<file path="src/rtl/pipe_ctrl.sv">
// Pipeline hazard controller: load-use bubbles, branch flushes,
// data-memory wait freeze with timeout to a sticky error state.
module pipe_ctrl #(
  parameter int MEM_TIMEOUT = 16
) (
  input  logic        clk,
  input  logic        rst_n,
  input  logic [4:0]  id_rsa,
  input  logic [4:0]  id_rsb,
  input  logic        id_uses_rsa,
  input  logic        id_uses_rsb,
  input  logic [4:0]  ex_rwa,
  input  logic        ex_is_load,
  input  logic        ex_branch_taken,
  input  logic        mem_req,
  input  logic        mem_ack,
  output logic        pc_stall,
  output logic        ifid_stall,
  output logic        ifid_flush,
  output logic        idex_stall,
  output logic        idex_flush,
  output logic        exmem_stall,
  output logic        memwb_flush,
  output logic        mem_err,
  output logic [1:0]  state,
  output logic [15:0] stall_cnt
);

  typedef enum logic [1:0] {
    RUN      = 2'd0,
    MEM_WAIT = 2'd1,
    ERR      = 2'd2
  } state_t;

  localparam logic [7:0] TO = 8'(MEM_TIMEOUT);

  state_t     st, st_nx;
  logic [7:0] cnt, cnt_nx;
  logic       err_q;
  logic [15:0] scnt;

  logic mem_hold, in_err, hit_a, hit_b, load_use;
  logic freeze, br_act, lu_act;

  assign mem_hold = mem_req & ~mem_ack;
  assign in_err   = (st == ERR);
  assign hit_a    = id_uses_rsa & (id_rsa == ex_rwa);
  assign hit_b    = id_uses_rsb & (id_rsb == ex_rwa);
  assign load_use = ex_is_load & (ex_rwa != 5'd0) & (hit_a | hit_b);

  // Mutually exclusive one-hot priority: ERR > mem_hold > branch > load-use
  assign freeze = rst_n & (in_err | mem_hold);
  assign br_act = rst_n & ~in_err & ~mem_hold & ex_branch_taken;
  assign lu_act = rst_n & ~in_err & ~mem_hold & ~ex_branch_taken
                & load_use;

  always_ff @(posedge clk) begin
    if (!rst_n) begin
      st    <= RUN;
      cnt   <= 8'd0;
      err_q <= 1'b0;
      scnt  <= 16'd0;
    end else begin
      st    <= st_nx;
      cnt   <= cnt_nx;
      err_q <= err_q | (st_nx == ERR);
      if (pc_stall && scnt != 16'hFFFF)
        scnt <= scnt + 16'd1;
    end
  end

  always_comb begin
    st_nx  = st;
    cnt_nx = cnt;
    unique case (st)
      RUN: begin
        if (mem_hold) begin
          st_nx  = MEM_WAIT;
          cnt_nx = 8'd1;
        end
      end
      MEM_WAIT: begin
        if (!mem_hold) begin
          st_nx  = RUN;
          cnt_nx = 8'd0;
        end else if (cnt >= TO) begin
          st_nx  = ERR;
        end else begin
          cnt_nx = cnt + 8'd1;
        end
      end
      ERR: st_nx = ERR;
      default: begin
        st_nx  = RUN;
        cnt_nx = 8'd0;
      end
    endcase
  end

  always_comb begin
    pc_stall    = 1'b0;
    ifid_stall  = 1'b0;
    ifid_flush  = 1'b0;
    idex_stall  = 1'b0;
    idex_flush  = 1'b0;
    exmem_stall = 1'b0;
    memwb_flush = 1'b0;
    unique case (1'b1)
      freeze: begin
        pc_stall    = 1'b1;
        ifid_stall  = 1'b1;
        idex_stall  = 1'b1;
        exmem_stall = 1'b1;
        memwb_flush = 1'b1;
      end
      br_act: begin
        ifid_flush = 1'b1;
        idex_flush = 1'b1;
      end
      lu_act: begin
        pc_stall   = 1'b1;
        ifid_stall = 1'b1;
        idex_flush = 1'b1;
      end
      default: ;
    endcase
  end

  assign mem_err   = err_q;
  assign state     = st;
  assign stall_cnt = scnt;

endmodule
</file>
<file path="config.mk">
export PLATFORM = sky130hd
export DESIGN_NAME = pipe_ctrl
export DESIGN_NICKNAME = d
export VERILOG_FILES = /design/src/rtl/pipe_ctrl.sv
export SDC_FILE = /design/constraint.sdc
export NUM_CORES = 1
export LEC_CHECK = 0
export BUFFER_PORTS_ARGS = -buffer_cell sky130_fd_sc_hd__buf_2
export CORE_MARGIN = 5
export CORE_UTILIZATION = 47
export CTS_BUF_LIST = sky130_fd_sc_hd__clkbuf_8
export DETAILED_ROUTE_END_ITERATION = 16
export HOLD_SLACK_MARGIN = 0.02
export PLACE_DENSITY = 0.8
export SLEW_MARGIN = 25
export SYNTH_ARGS = -nofsm -noshare
export SYNTH_HDL_FRONTEND = slang
export SYNTH_SLANG_ARGS = --single-unit
</file>
<file path="constraint.sdc">
create_clock -name clk -period 2.6 [get_ports clk]
set_clock_uncertainty 0.2 [all_clocks]
set_input_delay 0.78 -clock clk [delete_from_list [all_inputs] [get_ports clk]]
set_output_delay 0.78 -clock clk [all_outputs]
set_load 0.02 [all_outputs]
</file>
== Yosys cells after proc, flatten, opt, wreduce, memory -nomap -nowiden ==
Cells that the tools add are included.

* Word-level logic and storage cells: 51
* Output and inout port bits: 26
* Input port bits: 23
* Register bits after elaboration: 27

* Bitwise operators: 18
* Add/sub/neg operators: 2
* Muxes and demuxes: 12
* Order comparisons: 1
* Equal/unequal tests: 8
* Reduce and logical (&&, ||, !) cells: 6

{| class="wikitable"
|+ Operators with widths
! kind !! number
|-
| $mux W8 || 3
|-
| $pmux W8 S3 || 1
|-
| $add A16 B1 Y16 const B || 1
|-
| $ne A16 B16 Y1 const B || 1
|-
| $and A1 B1 Y1 || 11
|-
| $eq A5 B5 Y1 || 2
|-
| $add A8 B1 Y8 const B || 1
|-
| $ge A8 B5 Y1 const B || 1
|-
| $mux W2 || 3
|-
| $pmux W2 S3 || 1
|-
| $reduce_bool A5 Y1 || 1
|-
| $eq A2 B2 Y1 const B || 2
|-
| $mux W1 || 4
|-
| $not A1 Y1 || 4
|-
| $reduce_or A2 Y1 || 2
|-
| $ne A3 B3 Y1 const B || 1
|-
| $or A1 B1 Y1 || 3
|-
| $reduce_and A3 Y1 || 1
|-
| $eq A2 B1 Y1 const B || 1
|-
| $logic_not A2 Y1 || 1
|-
| $ne A2 B2 Y1 const B || 1
|-
| $logic_and A1 B1 Y1 || 1
|}

== Longest topological paths before layout ==
* Depth after elaboration: 9
* Depth in mapped cells: 9
* Mapped depth without buffers: 6

== Worst setup path before layout ==
Ideal clock, no wire load.

* Path kind: input -> output
* From: input port ex_rwa[2]
* To: output port pc_stall
* Cell stages on the path: 6
* Arrival time: 2.355 ns
* Required time: 1.620 ns
* Path slack: -0.735 ns
* Buffers on the path: 1
* Path through: xnor2_1 nand4_1 o22ai_1 o211ai_1 o31ai_1 buf_4

* Word-level cells in the longest chain between the ends: 7
* Elaborated cells between the ends (all ways): 11
* Classes of those cells: 2 x eq/ne; 1 x mux; 6 x bitwise; 2 x reduce/logical

{| class="wikitable"
|+ Ends and longest elaborated chain
! what !! line !! text
|-
| start: declaration || 12 || <nowiki>input logic [4:0] ex_rwa,</nowiki>
|-
| $eq A5 B5 Y1 (on tied branches) || 47, 48 ||
|-
| $and A1 B1 Y1 (on tied branches) || 47, 48 ||
|-
| $or A1 B1 Y1 || 49 || <nowiki>assign load_use = ex_is_load & (ex_rwa != 5'd0) & (hit_a | hit_b);</nowiki>
|-
| $and A1 B1 Y1 (*) || 49 ||
|-
| $and A1 B1 Y1 (*) || 55 || <nowiki>& load_use;</nowiki>
|-
| $reduce_or A2 Y1 (no line) (*) || n/a ||
|-
| $mux W1 (*) || n/a ||
|-
| end: declaration || 17 || <nowiki>output logic pc_stall,</nowiki>
|}

Mark *: on every way between the ends. The rest lies on a longest branch, timed or not.

== Worst setup path in the final report ==
* From: input port id_rsb[0]
* To: output port ifid_stall

* Word-level cells in the longest chain between the ends: 7

{| class="wikitable"
|+ Ends and longest elaborated chain
! what !! line !! text
|-
| start: declaration || 9 || <nowiki>input logic [4:0] id_rsb,</nowiki>
|-
| $eq A5 B5 Y1 || 48 || <nowiki>assign hit_b = id_uses_rsb & (id_rsb == ex_rwa);</nowiki>
|-
| $and A1 B1 Y1 || 48 ||
|-
| $or A1 B1 Y1 || 49 ||
|-
| $and A1 B1 Y1 || 49 ||
|-
| $and A1 B1 Y1 || 55 ||
|-
| $reduce_or A2 Y1 (no line) || n/a ||
|-
| $mux W1 || 108 || <nowiki>unique case (1'b1)</nowiki>
|-
| end: declaration || 18 || <nowiki>output logic ifid_stall,</nowiki>
|}

No other way between the ends.

==> results.py <==
metrics = {
    "run_status": {
        "status": "finished, violations left",
        "violations": "negative setup slack",
    },
    "yosys": {
        "synth_ff_type": "dfxtp_1",
        "muxShareOfSynthArea_pct": 2.64,
        "synth.distinct_cells": 43,
        "ys_seq_elements": 27,
        "synth_top_area_share_pct": 34.6,
        "syn_nets": 207,
        "synthTopCellsByCount": "dfxtp_1, nand2_1, nand3_1, nor2_1, xnor2_1",
        "synth_top_family_by_area": "simple AND/OR/NAND/NOR gates",
        "synth_edf_count": 0,
        "yosysMostFrequentCell": "dfxtp_1",
        "synth-adder-area-share_pct": 2.40,
        "synth_compound_area_share_pct": 19.5,
        "syn_inst": 181,
        "async_flop_share_pct": 0,
        "synthesis.area_um2": 1560,
        "yosys.area.top_type": "dfxtp_1",
        "syn_avg_cell_area_um2": 8.63,
        "synthTopCellsByArea": "dfxtp_1, xnor2_1, nand3_1",
        "synthSimpleGateAreaFrac_pct": 25.9,
        "synth_xor_area_share_pct": 7.85,
        "synth_warnings": 0,
        "yosysSeqAreaShare_pct": 34.6,
    },
    "clock_network": {
        "post_cts_buffers": 0,
        "clock_latency_ns": 0.27,
        "clk_pin_slew_ns": 0.09,
        "htree_levels": 1,
        "cts-hold-fix-buffers": 0,
        "clk_path_buf_depth": 2,
        "cts_tree": "built",
        "cts_sinks": 27,
        "cts_made_buffers": 3,
        "clk_root_buffer_cell": "clkbuf_8",
    },
    "cells_and_area": {
        "final_layout_size_suffix_gt1_share_pct": 37.9,
        "num-fill-cells": 279,
        "area_growth_pct": 34.2,
        "diodes": 0,
        "nets": 267,
        "final_cells": 286,
    },
    "timing": {
        "final-setup-viol-count": 3,
        "worst_slew_pin_slew_ns": 0.378,
        "fin_ws_ns": -0.373,
        "period_minus_slack_ns": 2.97,
        "hold_viol": 0,
        "max_slew_margin_pct": 74.4,
        "fin_setup_tns_ns": -1.10,
        "fmax_mhz": 336,
        "finalCritPeriodShare_pct": 114,
        "rsz0062_at_grt": "yes",
        "slew_violations": 0,
    },
    "place": {
        "dp_hpwl_um": 2810,
        "place.gp.congestion": 0.775,
        "port_buffers": 48,
        "dp_cells": 282,
    },
    "die": {
        "ioPinCount": 49,
        "dieArea_um2": 4580,
        "core_um2": 3280,
        "die_w_um": 67.7,
        "initial_core_util_pct": 47.6,
        "die-height_um": 67.7,
        "num_rows": 21,
    },
    "grt": {
        "grt_usage_pct": 17.3,
        "grt_max_degree": 16,
        "first_global_vias": 1443,
        "grt_overflow": 0,
        "grt_pass1_wl_um": 6180,
        "grt_antenna_before_repair": 0,
    },
    "drt": {
        "top_layer": "met4",
        "wl_met2_um": 1820,
        "first_pass_iters": 4,
        "postRouteAntennaNets": 0,
        "vias_per_cell": 5.42,
        "route.met3.wl_um": 242,
        "drcViolationCount": 0,
        "vias": 1549,
        "drtIter0Drc": 61,
        "wl_met1_um": 1620,
        "post_drt_wl_per_cell_um": 13.1,
        "drt-total-wl_um": 3740,
    },
    "critical_path": {
        "required_ns": 1.62,
        "rrSetupSlack_ns": 0.28,
        "rr_endpoint": "stall_cnt[7]",
        "worstSetupEndpointType": "output port",
        "path_max_fanout": 3,
        "startpoint_type": "primary input",
        "arrival_ns": 1.99,
        "r2r_cells": 7,
        "path_class": "primary input to output port",
        "r2r_start": "stall_cnt[1]",
    },
    "worst_hold_path": {
        "hold_depth": 1,
        "hp-class": "flip-flop to flip-flop",
        "min_to": "mem_err",
        "min_from": "mem_err",
    },
    "pwr": {
        "powerDensity_nw_per_um2": 380,
        "p_leak_nw": 0.889,
        "vdd_ir_drop_max_uv": 257,
    },
    "run": {
        "max-cap-violations": 0,
    },
}
-- placed cells by master, fill, tap and decap left out, drive strengths merged, types with 6 or more instances in the layout --
| master | count |
|---|---|
| nand4 | 7 |
| nor2 | 12 |
| o31ai | 7 |
| a21oi | 11 |
| buf | 65 |
| or3 | 7 |
| nand3 | 12 |
| xnor2 | 12 |
| nand2 | 14 |
| o21ai | 9 |
| o211ai | 6 |
| dfxtp | 27 |
| inv | 7 |
-- critical path, stage by stage --
cell	delay (ns)
buf_2	0.11
xnor2_2	0.14
nand4_1	0.12
o22ai_2	0.21
o211ai_1	0.11
buf_4	0.16
o31ai_4	0.21
buf_6	0.16
-- cell type report --
type                       count  area, µm²  share of cell area, %
clock inverter                 1       5.00                  0.239
sequential                    27        541                   25.8
clock buffer                   3       41.3                   1.97
inverter                       7       26.3                   1.25
timing repair buffer          65        442                   21.1
tap                           46       57.6                   2.74
multi-input combinational    137        985                   47.0
-- per-stage QoR --
| step | setup slack [ns] | area, µm² | hold WS [ns] | utilization [%] | power (W) |
|---|---|---|---|---|---|
| 2_1_floorplan | -0.349 | 1610 | 0.249 | - | 0.000501 |
| 3_3_place_gp | -0.413 | 1960 | 0.234 | 59.6 | 0.000551 |
| 3_5_place_dp | -0.465 | 1960 | 0.246 | 59.6 | 0.000554 |
| 4_1_cts | -0.402 | 2080 | 0.269 | 63.2 | 0.000800 |
| 5_1_grt | -0.445 | 2100 | 0.284 | 63.8 | 0.000835 |
| 6_report | -0.373 | 2100 | 0.265 | 63.8 | 0.000796 |
-- repair_timing --
action	CTS	global route
pin swaps	10	1
endpoints found under the setup margin	6	4
gates resized for setup	17	6
-- power breakdown --
group	internal (W)	switching, W	leakage (nW)	total [W]
Sequential	0.000416	0.00000267	0.218	0.000419
Combinational	0.0000725	0.0000693	0.646	0.000142
Clock	0.000107	0.000128	0.0255	0.000236
Total	0.000596	0.000200	0.889	0.000796
-- logic make-up after synthesis --
logic type / after synthesis
compound gates: 44
simple gates: 72
flops: 27
xor+xnor: 14
buf+inv: 17
mux: 4
fa+ha+maj: 3
-- state kept, by name (all words and copies together), names as in the netlist --
name,cells
stall_cnt,16
mem_err,1
state,2
cnt,8
-- how the worst max path moves through the flow --
stage	start	end	slack [ns]	depth (start not counted)
after global placement	ex_rwa[0]	ifid_stall	-0.41	8
after CTS	id_rsb[2]	pc_stall	-0.40	8
final	id_rsb[0]	ifid_stall	-0.37	8
after global routing	id_rsb[0]	ifid_stall	-0.45	8
after detailed placement	ex_rwa[2]	pc_stall	-0.47	8
after floorplan	ex_rwa[4]	pc_stall	-0.35	6
-- per-layer routing --
metal,vias up,GRT usage [%]
li1,777,-
met1,711,19.8
met2,57,32.4
met3,4,2.00
met4,0,6.08
met5,-,0
No activity file was read; power rests on OpenSTA's default activity.
